File: src/rtl/instr_reg_ctrl.sv
// FIFO controller for instr_register: arbitrated 2-requester write side, in-order valid/ready read side.
// Latency: accept to ir_load_en is 1 cycle; accept to out_valid on an empty FIFO is 2 cycles.
// Backpressure: req_ready drops when committed plus in-flight entries reach DEPTH; a same-cycle pop frees a slot.
module instr_reg_ctrl #(
   parameter int DEPTH = 32,
   parameter int AW    = 5
) (
   input  logic          clk,
   input  logic          reset,
   input  logic [1:0]    req_valid,
   output logic [1:0]    req_ready,
   input  logic [3:0]    req0_opcode,
   input  logic [31:0]   req0_operand_a,
   input  logic [31:0]   req0_operand_b,
   input  logic [3:0]    req1_opcode,
   input  logic [31:0]   req1_operand_a,
   input  logic [31:0]   req1_operand_b,
   input  logic          clear,
   output logic          ir_load_en,
   output logic          ir_reset_n,
   output logic [3:0]    ir_opcode,
   output logic [31:0]   ir_operand_a,
   output logic [31:0]   ir_operand_b,
   output logic [AW-1:0] ir_write_ptr,
   output logic [AW-1:0] ir_read_ptr,
   input  logic [67:0]   ir_instr_word,
   output logic          out_valid,
   input  logic          out_ready,
   output logic [67:0]   out_data,
   output logic          div_zero,
   output logic [AW:0]   count
);

   localparam logic       ST_RUN   = 1'b0;
   localparam logic       ST_CLEAR = 1'b1;
   localparam logic [3:0] OP_DIV   = 4'd6;
   localparam logic [3:0] OP_MOD   = 4'd7;

   logic          state;
   logic [AW-1:0] wr_ptr;
   logic [AW-1:0] rd_ptr;
   logic [AW:0]   cnt;
   logic          last_grant;
   logic          ld_vld;
   logic [3:0]    ld_opc;
   logic [31:0]   ld_a;
   logic [31:0]   ld_b;

   logic          run;
   logic          pop;
   logic [AW+1:0] reserved;
   logic          room;
   logic          grant_idx;
   logic          accept;
   logic [3:0]    acc_opc;
   logic [31:0]   acc_a;
   logic [31:0]   acc_b;

   function automatic logic [AW-1:0] ptr_inc(input logic [AW-1:0] p);
      return (p == AW'(DEPTH - 1)) ? '0 : p + 1'b1;
   endfunction

   assign run = (state == ST_RUN) && !reset;
   assign pop = out_valid && out_ready;

   // The pop is credited in the same cycle so a full FIFO can accept while draining.
   assign reserved = {1'b0, cnt} + (AW+2)'(ld_vld) - (AW+2)'(pop);
   assign room     = reserved < (AW+2)'(DEPTH);

   // Both valid: take the requester that was not granted last; otherwise the lone valid one.
   assign grant_idx = (&req_valid) ? ~last_grant : req_valid[1];
   assign accept    = run && !clear && room && (|req_valid);
   assign req_ready = accept ? (grant_idx ? 2'b10 : 2'b01) : 2'b00;

   assign acc_opc = grant_idx ? req1_opcode    : req0_opcode;
   assign acc_a   = grant_idx ? req1_operand_a : req0_operand_a;
   assign acc_b   = grant_idx ? req1_operand_b : req0_operand_b;

   assign ir_load_en   = ld_vld && !reset;
   assign ir_reset_n   = run;
   assign ir_opcode    = ld_opc;
   assign ir_operand_a = ld_a;
   assign ir_operand_b = ld_b;
   assign ir_write_ptr = wr_ptr;
   assign ir_read_ptr  = rd_ptr;

   assign out_valid = run && (cnt != '0);
   assign out_data  = ir_instr_word;
   assign count     = cnt;
   assign div_zero  = ir_load_en && ((ld_opc == OP_DIV) || (ld_opc == OP_MOD)) && (ld_b == 32'd0);

   always_ff @(posedge clk) begin
      if (reset) begin
         state      <= ST_RUN;
         wr_ptr     <= '0;
         rd_ptr     <= '0;
         cnt        <= '0;
         last_grant <= 1'b1;
         ld_vld     <= 1'b0;
         ld_opc     <= '0;
         ld_a       <= '0;
         ld_b       <= '0;
      end else if (state == ST_CLEAR) begin
         state <= ST_RUN;
      end else if (clear) begin
         // An in-flight write is dropped; the CLEAR cycle wipes whatever reached the file.
         state  <= ST_CLEAR;
         wr_ptr <= '0;
         rd_ptr <= '0;
         cnt    <= '0;
         ld_vld <= 1'b0;
      end else begin
         ld_vld <= accept;
         if (accept) begin
            ld_opc     <= acc_opc;
            ld_a       <= acc_a;
            ld_b       <= acc_b;
            last_grant <= grant_idx;
         end
         if (ld_vld) wr_ptr <= ptr_inc(wr_ptr);
         if (pop)    rd_ptr <= ptr_inc(rd_ptr);
         cnt <= cnt + (AW+1)'(ld_vld) - (AW+1)'(pop);
      end
   end

endmodule

File: config.mk
export PLATFORM = sky130hd
export DESIGN_NAME = instr_reg_ctrl
export DESIGN_NICKNAME = d
export VERILOG_FILES = /design/src/rtl/instr_reg_ctrl.sv
export SDC_FILE = /design/constraint.sdc
export NUM_CORES = 1
export LEC_CHECK = 0
export CORE_AREA = 2 2 144 146
export CTS_CLUSTER_DIAMETER = 200
export DETAILED_ROUTE_END_ITERATION = 8
export DIE_AREA = 0 0 146 148
export GPL_TIMING_DRIVEN = 0
export HOLD_SLACK_MARGIN = 0.1
export PLACE_DENSITY_LB_ADDON = 0.1
export SLEW_MARGIN = 20
export SYNTH_ARGS = -nofsm -noshare
export SYNTH_HDL_FRONTEND = slang
export SYNTH_SLANG_ARGS = --single-unit
export TNS_END_PERCENT = 10
File: constraint.sdc
create_clock -name clk -period 10.1 [get_ports clk]
set_clock_uncertainty 0.05 [all_clocks]
set_input_delay 2.02 -clock clk [delete_from_list [all_inputs] [get_ports clk]]
set_output_delay 2.02 -clock clk [all_outputs]
set_load 0.1 [all_outputs]
==> flow_metrics.env <==
export IMPL_root_buffer="clkbuf_16"
export IMPL_grt_usage_pct=16.1
export IMPL_yosysWarnings=0
export IMPL_grt_pass1_wl_um=27500
export IMPL_p_leak_nw=3.15
export IMPL_place_hpwl_um=14800
export IMPL_hold_viol_final=0
export IMPL_hold_buffers=0
export IMPL_clock_latency_ps=340
export IMPL_start_util_pct=24.2
export IMPL_synth_seq_cells=87
export IMPL_slew_violations=0
export IMPL_numClockSinks=87
export IMPL_max_freq_ghz=0.115
export IMPL_rows=52
export IMPL_n_fill_cell=1981
export IMPL_syn_inst=530
export IMPL_rr_startpoint="count[5]"
export IMPL_syn_area_per_cell_um2=9.16
export IMPL_synthDistinctLibCells=49
export IMPL_worstSetupStartpointType="input port"
export IMPL_wl_um=18300
export IMPL_period_needed_ps=8710
export IMPL_grt_setup_unrepaired="false"
export IMPL_grt_pass1_vias=5100
export IMPL_hold_start="last_grant"
export IMPL_synthTopCellsByArea="dfxtp_1 (36%), mux2i_1 (14%), buf_4 (11%), a211oi_1 (11%), a21oi_1 (8.0%)"
export IMPL_final_cell_mix="clkdlybuf4s50_1 (299), dfxtp_1 (87), a21oi_1 (78), buf_4 (70), mux2i_1 (69)"
export IMPL_critPathLaunch="reset"
export IMPL_via_per_inst=4.53
export IMPL_outcome="completed"
export IMPL_ant_nets=0
export IMPL_drc=0
export IMPL_max_vdd_ir_drop_mv=0.128
export IMPL_worst_path_max_delay_cell="clkdlybuf4s50_1"
export IMPL_cts_tree="built"
export IMPL_ys_seq_area_share_pct=35.9
export IMPL_vias=5062
export IMPL_h_tree_depth=3
export IMPL_yosys_area_top_type="dfxtp_1"
export IMPL_wire_per_inst_um=16.4
export IMPL_drv_cap=0
export IMPL_hold_depth=1
export IMPL_synth_top_area_share_pct=35.9
export IMPL_relSlewSlack_pct=30.7
export IMPL_tns_ps=0
export IMPL_post_cts_setup_buffers=0
export IMPL_nNetsFinal=1064
export IMPL_reg2reg_depth=17
export IMPL_setup_violations=0
export IMPL_critPathMaxFanout=10
export IMPL_synth_area_um2=4860
export IMPL_clkSlewWorstSetupHoldPaths_ps=70
export IMPL_synthArstFlopShare_pct=0
export IMPL_cp_arrival_ps=6640
export IMPL_tightest_slew_ps=1040
export IMPL_place_congestion=0.800
export IMPL_numCtsBuffers=9
export IMPL_die_y_um=148
export IMPL_path_cells="clkdlybuf4s50_1, nor2_1, o311a_1, ha_1, inv_1, ha_1, inv_1, fa_1, and2b_1, o311ai_1, a21oi_1, xnor2_2, buf_4, nand2_1, nor2_1, clkdlybuf4s50_1"
export IMPL_whs_ps=438
export IMPL_worstSetupEndpointType="output port"
export IMPL_hold_class="reg2reg"
export IMPL_antenna_found_initial=4
export IMPL_synth_fp_nets=754
export IMPL_fp_coreArea_um2=20000
export IMPL_worst_setup_path_type="in2out"
export IMPL_io_pins=368
export IMPL_final_common_cell="clkdlybuf4s50_1"
export IMPL_die_w_um=146
export IMPL_powerDensity_nw_per_um2=278
export IMPL_die_area_um2=21600
export IMPL_drive_gt1_share_pct=12.1
export IMPL_cts_resized=0
export IMPL_numPortBuffers=299
export IMPL_drt_pass1_iterations=4
export IMPL_drt_iter0_markers=103
export IMPL_finalCritPeriodShare_pct=86.2
export IMPL_slowest_delay_ps=1200
export IMPL_area_growth_pct=74.8
export IMPL_overflow=0
export IMPL_clock_path_buffers=2
export IMPL_grt_max_degree=17
export IMPL_critPathRequiredTime_ps=8030
export IMPL_ys_flop_type="dfxtp_1"
export IMPL_synth_edf_count=0
## stage by stage
step                total power [W]  util [%]  area, um^2  worst slack (ps)  cells
floorplan                   0.00164         -        4860              1140    530
global placement            0.00203      40.9        8190              1330   1099
detailed placement          0.00204      40.9        8190              1310   1099
CTS                         0.00239      42.3        8480              1300   1115
global route                0.00247      42.4        8490              1000   1118
finish                      0.00236      42.4        8490              1390   1118
## where the power goes
group	leakage [nW]	switching (W)	internal, W
Combinational	2.30	0.00112	0.000408
Sequential	0.710	0.0000646	0.000432
Clock	0.141	0.000152	0.000178
Total	3.15	0.00134	0.00102
## synthesized netlist by cell type, drive strengths merged (3+ instances only)
library cell,number
o21ai,5
a211oi,69
clkbuf,30
nand2,8
nor3,7
inv,10
o21bai,3
and3,3
ha,13
xor2,3
dfxtp,87
nor2b,3
mux2i,69
a21oi,78
nand4,3
nor4b,3
nor4,8
buf,79
nor2,20
a22oi,3
## logic make-up after synthesis
logic type / after synthesis / share of synthesized area [%]
AOI/OAI and AO/OA: 169 / 22.2
xor gates and xnor gates: 5 / 1.06
adders and majority gates: 14 / 3.76
buffers and inverters: 119 / 15.0
DFF: 87 / 35.9
muxes: 69 / 14.2
and+or+nand+nor: 67 / 7.99
## layer usage
metal,track usage (%),part of all wire [%],vias up
met5,0,0.060,-
met4,6.21,2.5,2
met3,5.93,9.2,26
met2,29.1,50,228
met1,17.2,38,2302
li1,-,-,2504
## critical path: cells and delay by family
kind / cells / cell delay, ps
buf+inv: 5 / 2120
xor+xnor: 1 / 260
fa+ha+maj: 3 / 840
compound gates: 3 / 660
simple gates: 4 / 710
## final timing paths
kind / endpoint / slack (ps)
setup / recovery: req_ready[0] / 1390
hold / removal: last_grant / 440
setup reg to reg: ir_operand_b[0] / 6010
hold reg to reg: last_grant / 440
## state kept, by name, summed over array words and instances, names as in the netlist
| signal | flops |
|---|---|
| ir_operand_b | 32 |
| ld_vld | 1 |
| count | 6 |
| ir_write_ptr | 5 |
| last_grant | 1 |
| ir_operand_a | 32 |
| ir_opcode | 4 |
| state | 1 |
| ir_read_ptr | 5 |
## layout make-up
type	instances	area (um^2)	share of cell area (%)
multi-input cells	324	2390	28.1
inverters	10	37.5	0.442
clock inverters	6	53.8	0.634
well taps	270	338	3.98
clock buffers	10	239	2.82
diodes	3	7.51	0.0884
flip-flops and latches	87	1740	20.5
plain buffers	109	689	8.12
repair buffers	299	2990	35.3
Power figures use the tool's default switching activity.
